### src/rtl/rx_chain_model_mc_pkg.sv
// rtl/rx_chain_model_mc_pkg.sv - shared constants and helpers for the RX decimation chain model
package rx_chain_pkg;

    localparam int RX_N_CH       = 2;
    localparam int RX_DATA_W     = 32;
    localparam int RX_RATE_W     = 12;
    localparam int RX_FIFO_DEPTH = 4;

    // IQ word layout: I in the low half, Q in the high half.
    function automatic int iq_half_w(input int data_w);
        return data_w / 2;
    endfunction

    function automatic int iq_i_msb(input int data_w);
        return data_w / 2 - 1;
    endfunction

    function automatic int iq_q_lsb(input int data_w);
        return data_w / 2;
    endfunction

    function automatic int iq_q_msb(input int data_w);
        return data_w - 1;
    endfunction

    // Clip a signed value into the signed range of out_w bits.
    function automatic logic signed [63:0] sat_clip(input logic signed [63:0] v, input int out_w);
        logic signed [63:0] hi;
        logic signed [63:0] lo;
        hi = (64'sd1 <<< (out_w - 1)) - 64'sd1;
        lo = -hi - 64'sd1;
        if (v > hi) begin
            return hi;
        end
        if (v < lo) begin
            return lo;
        end
        return v;
    endfunction

endpackage

### src/rtl/rx_chain_model_mc_if.sv
// rtl/rx_chain_model_mc_if.sv - stream and control bundle of the RX chain model
// master: the stimulus/consumer side; slave: the RX chain itself.
interface rx_chain_model_mc_if
    import rx_chain_pkg::*;
#(
    parameter int N_CH   = RX_N_CH,
    parameter int DATA_W = RX_DATA_W
);
    logic [N_CH*16-1:0]     rate_axis_tdata_i;
    logic [N_CH-1:0]        rate_axis_tvalid_i;
    logic [N_CH*DATA_W-1:0] dds_iq_axis_tdata_i;
    logic [N_CH-1:0]        dds_iq_axis_tvalid_i;
    logic [N_CH-1:0]        axis_tready_i;
    logic [N_CH-1:0]        axis_tvalid_o;
    logic [N_CH*DATA_W-1:0] axis_tdata_o;
    logic [N_CH-1:0]        overflow_o;
    logic [N_CH-1:0]        overflow_clr_i;

    modport master (
        output rate_axis_tdata_i, rate_axis_tvalid_i,
        output dds_iq_axis_tdata_i, dds_iq_axis_tvalid_i,
        output axis_tready_i, overflow_clr_i,
        input  axis_tvalid_o, axis_tdata_o, overflow_o
    );

    modport slave (
        input  rate_axis_tdata_i, rate_axis_tvalid_i,
        input  dds_iq_axis_tdata_i, dds_iq_axis_tvalid_i,
        input  axis_tready_i, overflow_clr_i,
        output axis_tvalid_o, axis_tdata_o, overflow_o
    );
endinterface

### src/rtl/rx_chan_fifo.sv
// rtl/rx_chan_fifo.sv - per-channel synchronous output FIFO
// Ports: push/push_data write side, pop read side, full/empty status,
// head_data is the registered word at the read pointer.
module rx_chan_fifo #(
    parameter int DATA_W = 32,
    parameter int DEPTH  = 4
) (
    input  logic              clk,
    input  logic              rst_n,
    input  logic              push,
    input  logic [DATA_W-1:0] push_data,
    input  logic              pop,
    output logic              full,
    output logic              empty,
    output logic [DATA_W-1:0] head_data
);
    localparam int AW = $clog2(DEPTH);

    logic [DATA_W-1:0] mem [DEPTH];
    logic [AW:0]       wr_ptr;
    logic [AW:0]       rd_ptr;
    logic              wr_en;
    logic              rd_en;

    // Extra pointer bit separates full from empty when the indices match.
    assign empty = (wr_ptr == rd_ptr);
    assign full  = (wr_ptr[AW] != rd_ptr[AW]) && (wr_ptr[AW-1:0] == rd_ptr[AW-1:0]);

    // A push into a full FIFO is still taken when a pop frees a slot the same cycle.
    assign rd_en = pop && !empty;
    assign wr_en = push && (!full || rd_en);

    assign head_data = mem[rd_ptr[AW-1:0]];

    always_ff @(posedge clk or negedge rst_n) begin
        if (!rst_n) begin
            wr_ptr <= '0;
            rd_ptr <= '0;
            for (int i = 0; i < DEPTH; i++) begin
                mem[i] <= '0;
            end
        end else begin
            if (wr_en) begin
                mem[wr_ptr[AW-1:0]] <= push_data;
                wr_ptr              <= wr_ptr + (AW+1)'(1);
            end
            if (rd_en) begin
                rd_ptr <= rd_ptr + (AW+1)'(1);
            end
        end
    end
endmodule

### src/rtl/rx_chain_model_mc.sv
// rtl/rx_chain_model_mc.sv - multi-channel RX decimation chain behavioural model
// Ports: clk, rst_n (async active-low); bus (slave modport) carries per-channel
// rate writes, DDS IQ samples, output stream with tready backpressure and the
// sticky overflow flag with its clear.
// Build option RX_CHAIN_ACCUM_EN: boxcar integrate-and-dump instead of
// sample-and-hold decimation.
module rx_chain_model_mc
    import rx_chain_pkg::*;
#(
    parameter int N_CH       = RX_N_CH,
    parameter int DATA_W     = RX_DATA_W,
    parameter int RATE_W     = RX_RATE_W,
    parameter int FIFO_DEPTH = RX_FIFO_DEPTH
) (
    input logic             clk,
    input logic             rst_n,
    rx_chain_model_mc_if.slave bus
);
    localparam int HALF_W = iq_half_w(DATA_W);
    localparam int I_MSB  = iq_i_msb(DATA_W);
    localparam int Q_LSB  = iq_q_lsb(DATA_W);
    localparam int Q_MSB  = iq_q_msb(DATA_W);

    for (genvar c = 0; c < N_CH; c++) begin : g_ch
        logic [15:0]       rate_word;
        logic              rate_we;
        logic [DATA_W-1:0] sample;
        logic              sample_v;
        logic [RATE_W-1:0] rate_q;
        logic [RATE_W-1:0] cnt_q;
        logic              counting;
        logic              tick;
        logic [DATA_W-1:0] tick_word;
        logic              fifo_full;
        logic              fifo_empty;
        logic              pop;
        logic [DATA_W-1:0] head;
        logic              ovf_q;

        assign rate_word = bus.rate_axis_tdata_i[c*16 +: 16];
        assign rate_we   = bus.rate_axis_tvalid_i[c];
        assign sample    = bus.dds_iq_axis_tdata_i[c*DATA_W +: DATA_W];
        assign sample_v  = bus.dds_iq_axis_tvalid_i[c];

        if (RATE_W < 16) begin : g_rate_hi
            logic unused_rate_hi;
            assign unused_rate_hi = ^rate_word[15:RATE_W];
        end

        // A rate write swallows that cycle's sample; rate 0 freezes the counter.
        assign counting = !rate_we && (rate_q != '0) && sample_v;
        assign tick     = counting && (cnt_q == rate_q - RATE_W'(1));

        always_ff @(posedge clk or negedge rst_n) begin
            if (!rst_n) begin
                rate_q <= '0;
                cnt_q  <= '0;
            end else if (rate_we) begin
                rate_q <= rate_word[RATE_W-1:0];
                cnt_q  <= '0;
            end else if (counting) begin
                cnt_q <= tick ? '0 : cnt_q + RATE_W'(1);
            end
        end

`ifdef RX_CHAIN_ACCUM_EN
        localparam int ACC_W = HALF_W + RATE_W;

        logic signed [ACC_W-1:0] acc_i_q;
        logic signed [ACC_W-1:0] acc_q_q;
        logic signed [ACC_W-1:0] ext_i;
        logic signed [ACC_W-1:0] ext_q;
        logic signed [ACC_W-1:0] sum_i;
        logic signed [ACC_W-1:0] sum_q;

        assign ext_i = {{RATE_W{sample[I_MSB]}}, sample[I_MSB:0]};
        assign ext_q = {{RATE_W{sample[Q_MSB]}}, sample[Q_MSB:Q_LSB]};

        // At window start (cnt 0) the stale accumulator is ignored, so the sum
        // restarts from this sample's own contribution.
        assign sum_i = ((cnt_q == '0) ? '0 : acc_i_q) + ext_i;
        assign sum_q = ((cnt_q == '0) ? '0 : acc_q_q) + ext_q;

        assign tick_word = {HALF_W'(sat_clip(64'(sum_q), HALF_W)),
                            HALF_W'(sat_clip(64'(sum_i), HALF_W))};

        always_ff @(posedge clk or negedge rst_n) begin
            if (!rst_n) begin
                acc_i_q <= '0;
                acc_q_q <= '0;
            end else if (rate_we || tick) begin
                acc_i_q <= '0;
                acc_q_q <= '0;
            end else if (counting) begin
                acc_i_q <= sum_i;
                acc_q_q <= sum_q;
            end
        end
`else
        assign tick_word = sample;
`endif

        assign pop = !fifo_empty && bus.axis_tready_i[c];

        rx_chan_fifo #(
            .DATA_W (DATA_W),
            .DEPTH  (FIFO_DEPTH)
        ) u_fifo (
            .clk       (clk),
            .rst_n     (rst_n),
            .push      (tick),
            .push_data (tick_word),
            .pop       (pop),
            .full      (fifo_full),
            .empty     (fifo_empty),
            .head_data (head)
        );

        // Set beats clear when both happen on the same edge.
        always_ff @(posedge clk or negedge rst_n) begin
            if (!rst_n) begin
                ovf_q <= 1'b0;
            end else if (tick && fifo_full && !pop) begin
                ovf_q <= 1'b1;
            end else if (bus.overflow_clr_i[c]) begin
                ovf_q <= 1'b0;
            end
        end

        assign bus.axis_tvalid_o[c]                = !fifo_empty;
        assign bus.axis_tdata_o[c*DATA_W +: DATA_W] = head;
        assign bus.overflow_o[c]                   = ovf_q;
    end
endmodule
### src/flat_wrapper.sv
// flat-port wrapper written by rule: the top's interface ports become plain ports
module rx_chain_model_mc_flat import rx_chain_pkg::*;
#(
    parameter int N_CH       = RX_N_CH,
    parameter int DATA_W     = RX_DATA_W,
    parameter int RATE_W     = RX_RATE_W,
    parameter int FIFO_DEPTH = RX_FIFO_DEPTH
)
  (clk, rst_n, bus_rate_axis_tdata_i, bus_rate_axis_tvalid_i, bus_dds_iq_axis_tdata_i, bus_dds_iq_axis_tvalid_i, bus_axis_tready_i, bus_overflow_clr_i, bus_axis_tvalid_o, bus_axis_tdata_o, bus_overflow_o);
  rx_chain_model_mc_if #(.N_CH(N_CH), .DATA_W(DATA_W)) bus_i ();
  input logic clk;
  input logic rst_n;
  input wire logic [$bits(bus_i.rate_axis_tdata_i)-1:0] bus_rate_axis_tdata_i;
  input wire logic [$bits(bus_i.rate_axis_tvalid_i)-1:0] bus_rate_axis_tvalid_i;
  input wire logic [$bits(bus_i.dds_iq_axis_tdata_i)-1:0] bus_dds_iq_axis_tdata_i;
  input wire logic [$bits(bus_i.dds_iq_axis_tvalid_i)-1:0] bus_dds_iq_axis_tvalid_i;
  input wire logic [$bits(bus_i.axis_tready_i)-1:0] bus_axis_tready_i;
  input wire logic [$bits(bus_i.overflow_clr_i)-1:0] bus_overflow_clr_i;
  output wire logic [$bits(bus_i.axis_tvalid_o)-1:0] bus_axis_tvalid_o;
  output wire logic [$bits(bus_i.axis_tdata_o)-1:0] bus_axis_tdata_o;
  output wire logic [$bits(bus_i.overflow_o)-1:0] bus_overflow_o;
  assign bus_i.rate_axis_tdata_i = bus_rate_axis_tdata_i;
  assign bus_i.rate_axis_tvalid_i = bus_rate_axis_tvalid_i;
  assign bus_i.dds_iq_axis_tdata_i = bus_dds_iq_axis_tdata_i;
  assign bus_i.dds_iq_axis_tvalid_i = bus_dds_iq_axis_tvalid_i;
  assign bus_i.axis_tready_i = bus_axis_tready_i;
  assign bus_i.overflow_clr_i = bus_overflow_clr_i;
  assign bus_axis_tvalid_o = bus_i.axis_tvalid_o;
  assign bus_axis_tdata_o = bus_i.axis_tdata_o;
  assign bus_overflow_o = bus_i.overflow_o;
  rx_chain_model_mc #(.N_CH(N_CH), .DATA_W(DATA_W), .RATE_W(RATE_W), .FIFO_DEPTH(FIFO_DEPTH)) u_core (.clk(clk), .rst_n(rst_n), .bus(bus_i));
endmodule
### config.mk
export PLATFORM = sky130hd
export DESIGN_NAME = rx_chain_model_mc_flat
export DESIGN_NICKNAME = d
export VERILOG_FILES = /design/src/rtl/rx_chain_model_mc_pkg.sv /design/src/rtl/rx_chain_model_mc_if.sv /design/src/rtl/rx_chan_fifo.sv /design/src/rtl/rx_chain_model_mc.sv /design/src/flat_wrapper.sv
export SDC_FILE = /design/constraint.sdc
export NUM_CORES = 1
export LEC_CHECK = 0
export CAP_MARGIN = 20
export CORE_MARGIN = 5
export CORE_UTILIZATION = 57
export DETAILED_ROUTE_END_ITERATION = 16
export PLACE_DENSITY = 0.81
export SKIP_CTS_REPAIR_TIMING = 1
export SLEW_MARGIN = 5
export SYNTH_ARGS = -nofsm -noshare
export SYNTH_HDL_FRONTEND = slang
export SYNTH_SLANG_ARGS = --single-unit
### constraint.sdc
create_clock -name clk -period 3.9 [get_ports clk]
set_clock_uncertainty 0.05 [all_clocks]
set_input_delay 0.78 -clock clk [delete_from_list [all_inputs] [get_ports clk]]
set_output_delay 0.78 -clock clk [all_outputs]
set_load 0.01 [all_outputs]
==> metrics, run 1 <==
fin util between 60% and 70%; Setup TNS Final 0 ns; outcome complete, no violations; Pwr Density 436 nW/um^2; antenna cells 0; Syn Area/Cell approximately 14 sq um; Clk pin slew, worst setup/hold paths 0.06 ns; worst reg2reg path depth 10; first-pass GRT wire length 53,100 microns; worst hold slack between 0.2 and 0.3 ns; Post-synth EDFFs 0; row count 59; worst path cell trace inv_1, ha_1, or3b_1, or3_1, a211oi_1, nand4_1, nor4_4, buf_4, nand2_4, mux2_1; Worst Setup SP u_core.g_ch[0].rate_q[0]$_DFFE_PN0P_; nets between 1,000 and 1,500; Max Freq between 0.2 and 0.3 GHz; worst skew pair latency about 0.5 ns; Crit Path Category flop to flop; die width 173 microns; clock period minus worst slack 3.57 ns; core box area 26,100 sq um; Worst Setup Start Kind flop; MaxCap Viol Count 0; Tot Pwr 7.95 mW; CP max stage delay roughly 0.46 ns; register area share after synthesis a little over half; die footprint 29,800 sq um; initial drt markers 473; I/O pin count 174; Final Cycle Share 91.6%; slew margin rel. 40.4%; most common cell in the netlist dfrtp_1; antenna violations before repair 4; most instantiated cells after synthesis 318 x dfrtp_1, 154 x mux2_2, 95 x mux2_1; filler instances between 1,500 and 2,000; Seq cells post-synth 318; Worst R2R Setup Slack 0.33 ns; P_leak 8.79 nW; met3 usage between 6 and 7%; Starting Density between 50 and 60%; CTS tree built; clock root buffer clkbuf_16; fraction of layout cells with a size suffix above 1 28.1%; dpl hpwl about 21,000 microns; top cells by area, synth dfrtp_1 53%, mux2_2 11%, mux4_2 9.6%, mux2_1 7.1%, mux2_4 2.9%; Hold Path Class primary input to asynchronous set/reset pin; crit-path max FO 32; worst slack, placed 0.336 ns; critical path arrival 3.91 ns; Tightest Pin Transition 0.894 ns; Post-route DRC 0; GRT Overall Usage between 20% and 30%; Crit path required time 4.24 ns; asr flop ratio synth 100%; Synth Flop Type dfrtp_1; reg2reg end u_core.g_ch[0].u_fifo.mem[105]$_DFFE_PN0P_; R2R Path Start u_core.g_ch[0].rate_q[0]$_DFFE_PN0P_; Area Growth Syn to Fin 20.9%; global route hottest layer met2; die height approximately 170 microns; GPL Wtd Cong 0.870; Netlist cell types 62; vias in the first global route 9,833; maximum VDD drop between 0.4 and 0.5 mV; Synth area leader dfrtp_1; vias per inst ~6; Inserted Clock Buffers 35; RSZ-0062 raised after global routing false; Storage cell area 7960 sq um; routing usage on met2 34.5%; setup violators final 0; clock tree buffer depth 3; met1 GRT Util 29.4%; Mapped Cells around 1,000; Fin. Hold Viols 0; Critical-path top delay cell dfrtp_1; largest net degree at the start of global routing 92; Synth Net Count 1,165; multi-input logic area ~6700 sq um; DRT Wirelength 31,900 microns; Yosys top cell area share ~53%; IO buf count 165; GR Overflow Total 0; Post-DRT Antenna Nets 0; total iterations of the first detailed-routing run 5; CP Capture Point u_core.g_ch[0].u_fifo.mem[105]$_DFFE_PN0P_; Crit. End Element flop; clk sink count 318; max-slew violation count 0; Final WS setup 0.327 ns; Vias 9,315; synth warn 0; # H-tree levels 2; DR WL/cell 20.4 microns; mapped cell area 15,100 sq um
-- worst min path at each step --
stage	to	cells after the start
after floorplan	u_core.g_ch[1].u_fifo.mem[48]$_DFFE_PN0P_	1
after global placement	u_core.g_ch[0].u_fifo.mem[48]$_DFFE_PN0P_	1
after detailed placement	u_core.g_ch[0].u_fifo.mem[34]$_DFFE_PN0P_	1
after CTS	u_core.g_ch[1].u_fifo.mem[112]$_DFFE_PN0P_	1
after global routing	u_core.g_ch[1].rate_q[1]$_DFFE_PN0P_	1
final	u_core.g_ch[1].u_fifo.mem[80]$_DFFE_PN0P_	1
-- where the power goes --
group	total, mW	internal (mW)	switching [mW]
clock	3.27	1.95	1.33
sequential	3.52	3.37	0.154
combinational	1.15	0.580	0.572
total	7.95	5.89	2.05
-- state kept, by name, summed over array words and instances (netlist names) --
signal	flops
u_core.g_ch.u_fifo.rd_ptr	6
u_core.g_ch.ovf_q	2
u_core.g_ch.u_fifo.wr_ptr	6
u_core.g_ch.u_fifo.mem	256
u_core.g_ch.rate_q	24
u_core.g_ch.cnt_q	24
-- per-layer routing --
layer | vias to the layer above | wire length [microns]
met5 | - | 51
met4 | 8 | 413
met3 | 42 | 2220
met2 | 241 | 15400
met1 | 4857 | 13800
li1 | 4167 | -
-- cell usage in the layout, fill, tap and decap left out, drive strengths merged, types with 7 or more instances in the layout --
| cell | netlist | final |
|---|---|---|
| or3 | 7 | 7 |
| nor4 | 10 | 10 |
| clkdlybuf4s50 | 0 | 164 |
| nand2 | 37 | 37 |
| nand3 | 25 | 25 |
| clkinv | 0 | 10 |
| a21o | 8 | 8 |
| ha | 16 | 16 |
| dfrtp | 318 | 318 |
| inv | 19 | 21 |
| buf | 32 | 24 |
| and3 | 13 | 13 |
| o21ai | 17 | 17 |
| xnor2 | 31 | 31 |
| a21oi | 17 | 17 |
| nor2 | 20 | 20 |
| mux4 | 64 | 64 |
| nor3 | 12 | 12 |
| clkbuf | 29 | 45 |
| mux2 | 278 | 278 |
-- critical path, delay by kind of cell (launching register included) --
kind	cells	cell delay, ns
mux	1	0.46
buf+inv	2	0.38
flops	1	0.46
simple gates	5	1.62
fa+ha+maj	1	0.24
compound gates	1	0.24
-- metrics by stage --
step,std cells,cell area [sq um]
after floorplan,1043,15100
after global placement,1505,17100
after detailed placement,1505,17100
after CTS,1566,18200
after global routing,1566,18200
final,1566,18200
-- cell type report --
class,instances,area share [%]
clock inverters,16,0.864
inverters,19,0.391
clock buffers,45,5.45
flip-flops and latches,318,43.6
repair buffers,188,10.5
multi-input cells,645,36.8
well taps,335,2.30
-- cell families (layout without fill, tap and decap cells) --
| logic type | count (synthesis) | after routing | share of synthesized area, % |
|---|---|---|---|
| AO/OA/AOI/OAI | 77 | 77 | 3.43 |
| XOR/XNOR | 37 | 37 | 2.15 |
| adder cells (fa/ha/maj) | 16 | 16 | 1.33 |
| buffers and inverters | 80 | 268 | 2.71 |
| flip-flops | 318 | 318 | 52.7 |
| multiplexers | 347 | 347 | 31.4 |
| AND/OR/NAND/NOR | 168 | 168 | 6.29 |
Power figures use the tool's default switching activity.
==> inputs of run 2 (changes only) <==
HOLD_SLACK_MARGIN = 0.12   (was unset)
SLEW_MARGIN = 20   (was 5)
==> results of run 2 <==
Final layout, timing and power as in run 1 (identical DEF).
==> inputs of run 3 (changes only) <==
--- a/config.mk
+++ b/config.mk
@@ -11,6 +11,5 @@
 export DETAILED_ROUTE_END_ITERATION = 16
 export HOLD_SLACK_MARGIN = 0.12
-export PLACE_DENSITY = 0.81
-export SKIP_CTS_REPAIR_TIMING = 1
+export PLACE_DENSITY = 0.91
 export SLEW_MARGIN = 20
 export SYNTH_ARGS = -nofsm -noshare
--- a/constraint.sdc
+++ b/constraint.sdc
@@ -3,3 +3,3 @@
 set_input_delay 0.78 -clock clk [delete_from_list [all_inputs] [get_ports clk]]
 set_output_delay 0.78 -clock clk [all_outputs]
-set_load 0.01 [all_outputs]
+set_load 0.02 [all_outputs]
==> metrics, run 3 (synthesis gave the netlist of run 1 again) <==
CTS tree built; RSZ-0062 raised after global routing false; Vias 9,326 (+0.12%); I/O pin count 174 (unchanged); R2R Path Start u_core.g_ch[0].rate_q[0]$_DFFE_PN0P_; Clk pin slew, worst setup/hold paths 0.06 ns (about the same); maximum VDD drop 0.340 mV (-23%); Largest register FFs 256 (unchanged); fin util 69.8% (-0.20 points); initial drt markers 445 (-5.9%); Largest regs u_core.g_ch.u_fifo.mem x256, u_core.g_ch.cnt_q x24, u_core.g_ch.rate_q x24; P_leak 8.76 nW (-0.28%); first-pass GRT wire length 55,200 microns (+3.9%); setup violators final 0 (unchanged); Tightest Pin Transition 0.997 ns (+0.102 ns); critical path arrival 3.97 ns (+0.06 ns); Combinational Power Share 15.0% (+0.5 points); hold_buf cts 0; outcome complete, no violations; Crit path required time 4.22 ns (-0.02 ns); slew margin rel. 33.5% (-6.8 points); GRT Overall Usage 22.3% (+0.92 points); clock root buffer clkbuf_16; worst hold slack 0.179 ns (-0.0721 ns); leading cell types in the layout, fill and taps excluded 316 x dfrtp_1, 164 x clkdlybuf4s50_1, 154 x mux2_2; # Post-CTS Setup Buffers 0; Final Cell Area 18,200 sq um (-0.29%); core box area 26,100 sq um (unchanged); GR Overflow Total 0 (unchanged); post-CTS sizing 0; filler instances 1,668 (-5.3%); Final Non-Filler Cells 1,565 (-0.064%); total iterations of the first detailed-routing run 5 (unchanged); fraction of layout cells with a size suffix above 1 27.5% (-0.58 points); Starting Density 57.9% (unchanged); Crit Path Category flop to flop; clock period minus worst slack 3.65 ns (+0.0772 ns); Worst Setup Start Kind flop; vias in the first global route 10,300 (+4.6%); Fin. Hold Viols 0 (unchanged); largest net degree at the start of global routing 73 (-21%); die footprint 29,800 sq um (unchanged); GPL Wtd Cong 0.850 (-2.3%); vias per inst 5.96 (+0.18%); antenna violations before repair 5 (+1); Hold Path Class primary input to asynchronous set/reset pin; Biggest register u_core.g_ch.u_fifo.mem; die width 173 microns (unchanged); placed cells 1,508 (+0.20%); crit-path max FO 32 (unchanged); Post-route DRC 0 (unchanged); Crit. End Element flop; dpl hpwl 22,400 microns (+4.4%); Inserted Clock Buffers 34 (-2.9%); row count 59 (unchanged); clk sink count 318 (unchanged); # H-tree levels 2 (unchanged); IO buf count 165 (unchanged); commonest non-fill, non-tap cell in the layout dfrtp_1; max-slew violation count 0 (unchanged); Worst Setup SP u_core.g_ch[0].rate_q[0]$_DFFE_PN0P_; Cell Int Power 5.90 mW (+0.14%); DR WL/cell 21.0 microns (+3.2%); Setup TNS Final 0 ns (unchanged); placed cell area 17,100 sq um (about the same); DRT Wirelength 32,900 microns (+3.1%); Final Cycle Share 93.6% (+2.0 points); Area Growth Syn to Fin 20.6%; clock tree buffer depth 3 (unchanged); Max Freq 0.274 GHz (-2.1%); die height 173 microns (unchanged); switch share 25.0% (-0.82 points); MaxCap Viol Count 0 (unchanged); nets 1,331 (+0.15%); Switching Power 1.97 mW (-4.1%); worst skew pair latency 0.50 ns (about the same); Seq pwr share 44.6% (+0.3 points); Pwr Density 433 nW/um^2 (-0.67%); Post-DRT Antenna Nets 0 (unchanged); Clock power frac 40.4% (-0.8 points)
run 3: layout make-up:
type / count / area [sq um] / area share, %
flip-flops and latches: 318 / 7960 / 43.8
clock inverters: 6 / 109 / 0.599
well taps: 335 / 419 / 2.30
repair buffers: 191 / 1910 / 10.5
inverters: 19 / 71.3 / 0.392
clock buffers: 49 / 988 / 5.43
diodes: 2 / 5.00 / 0.0275
multi-input cells: 645 / 6720 / 36.9
run 3: routing by layer:
layer | vias up | share of wire, % | GRT usage (%)
met2 | 246 | 51 | 38.5
met4 | 8 | 1.7 | 4.91
met3 | 55 | 6.7 | 6.35
li1 | 4182 | - | -
met5 | - | 0.17 | 0
met1 | 4835 | 40 | 28.2
run 3: worst paths after layout:
kind | slack, ns | cells past startpoint | to
setup / recovery | 0.25 | 10 | u_core.g_ch[0].u_fifo.mem[116]$_DFFE_PN0P_
hold reg to reg | 0.44 | 1 | u_core.g_ch[1].u_fifo.wr_ptr[2]$_DFFE_PN0P_
min in group clk | 0.44 | 1 | u_core.g_ch[1].u_fifo.wr_ptr[2]$_DFFE_PN0P_
setup reg to reg | 0.25 | 10 | u_core.g_ch[0].u_fifo.mem[116]$_DFFE_PN0P_
max in group asynchronous | 2.59 | 2 | u_core.g_ch[0].u_fifo.rd_ptr[0]$_DFFE_PN0P_
hold / removal | 0.18 | 1 | u_core.g_ch[0].u_fifo.mem[36]$_DFFE_PN0P_
run 3: metrics by stage:
| step | worst slack (ns) | power, mW |
|---|---|---|
| 2_1_floorplan | 0.615 | 4.30 |
| 3_3_place_gp | 0.383 | 4.73 |
| 3_5_place_dp | 0.263 | 4.76 |
| 4_1_cts | 0.263 | 7.97 |
| 5_1_grt | 0.0650 | 8.21 |
| 6_report | 0.250 | 7.87 |
run 3: critical path, stage by stage, from the launching register on:
cell	delay (ns)
dfrtp_1	0.45
inv_1	0.15
ha_1	0.24
or3b_1	0.45
or3_1	0.40
a211oi_1	0.23
nand4_1	0.23
nor4_4	0.26
buf_4	0.26
nand2_4	0.31
mux2_1	0.47
run 3: power by group through the flow:
stage / combinational, mW / sequential (mW) / clock (mW)
3_5_place_dp: 1.19 / 3.57 / 0
3_3_place_gp: 1.17 / 3.56 / 0
5_1_grt: 1.29 / 3.52 / 3.39
6_report: 1.18 / 3.51 / 3.18
2_1_floorplan: 0.828 / 3.48 / 0
4_1_cts: 1.20 / 3.51 / 3.25
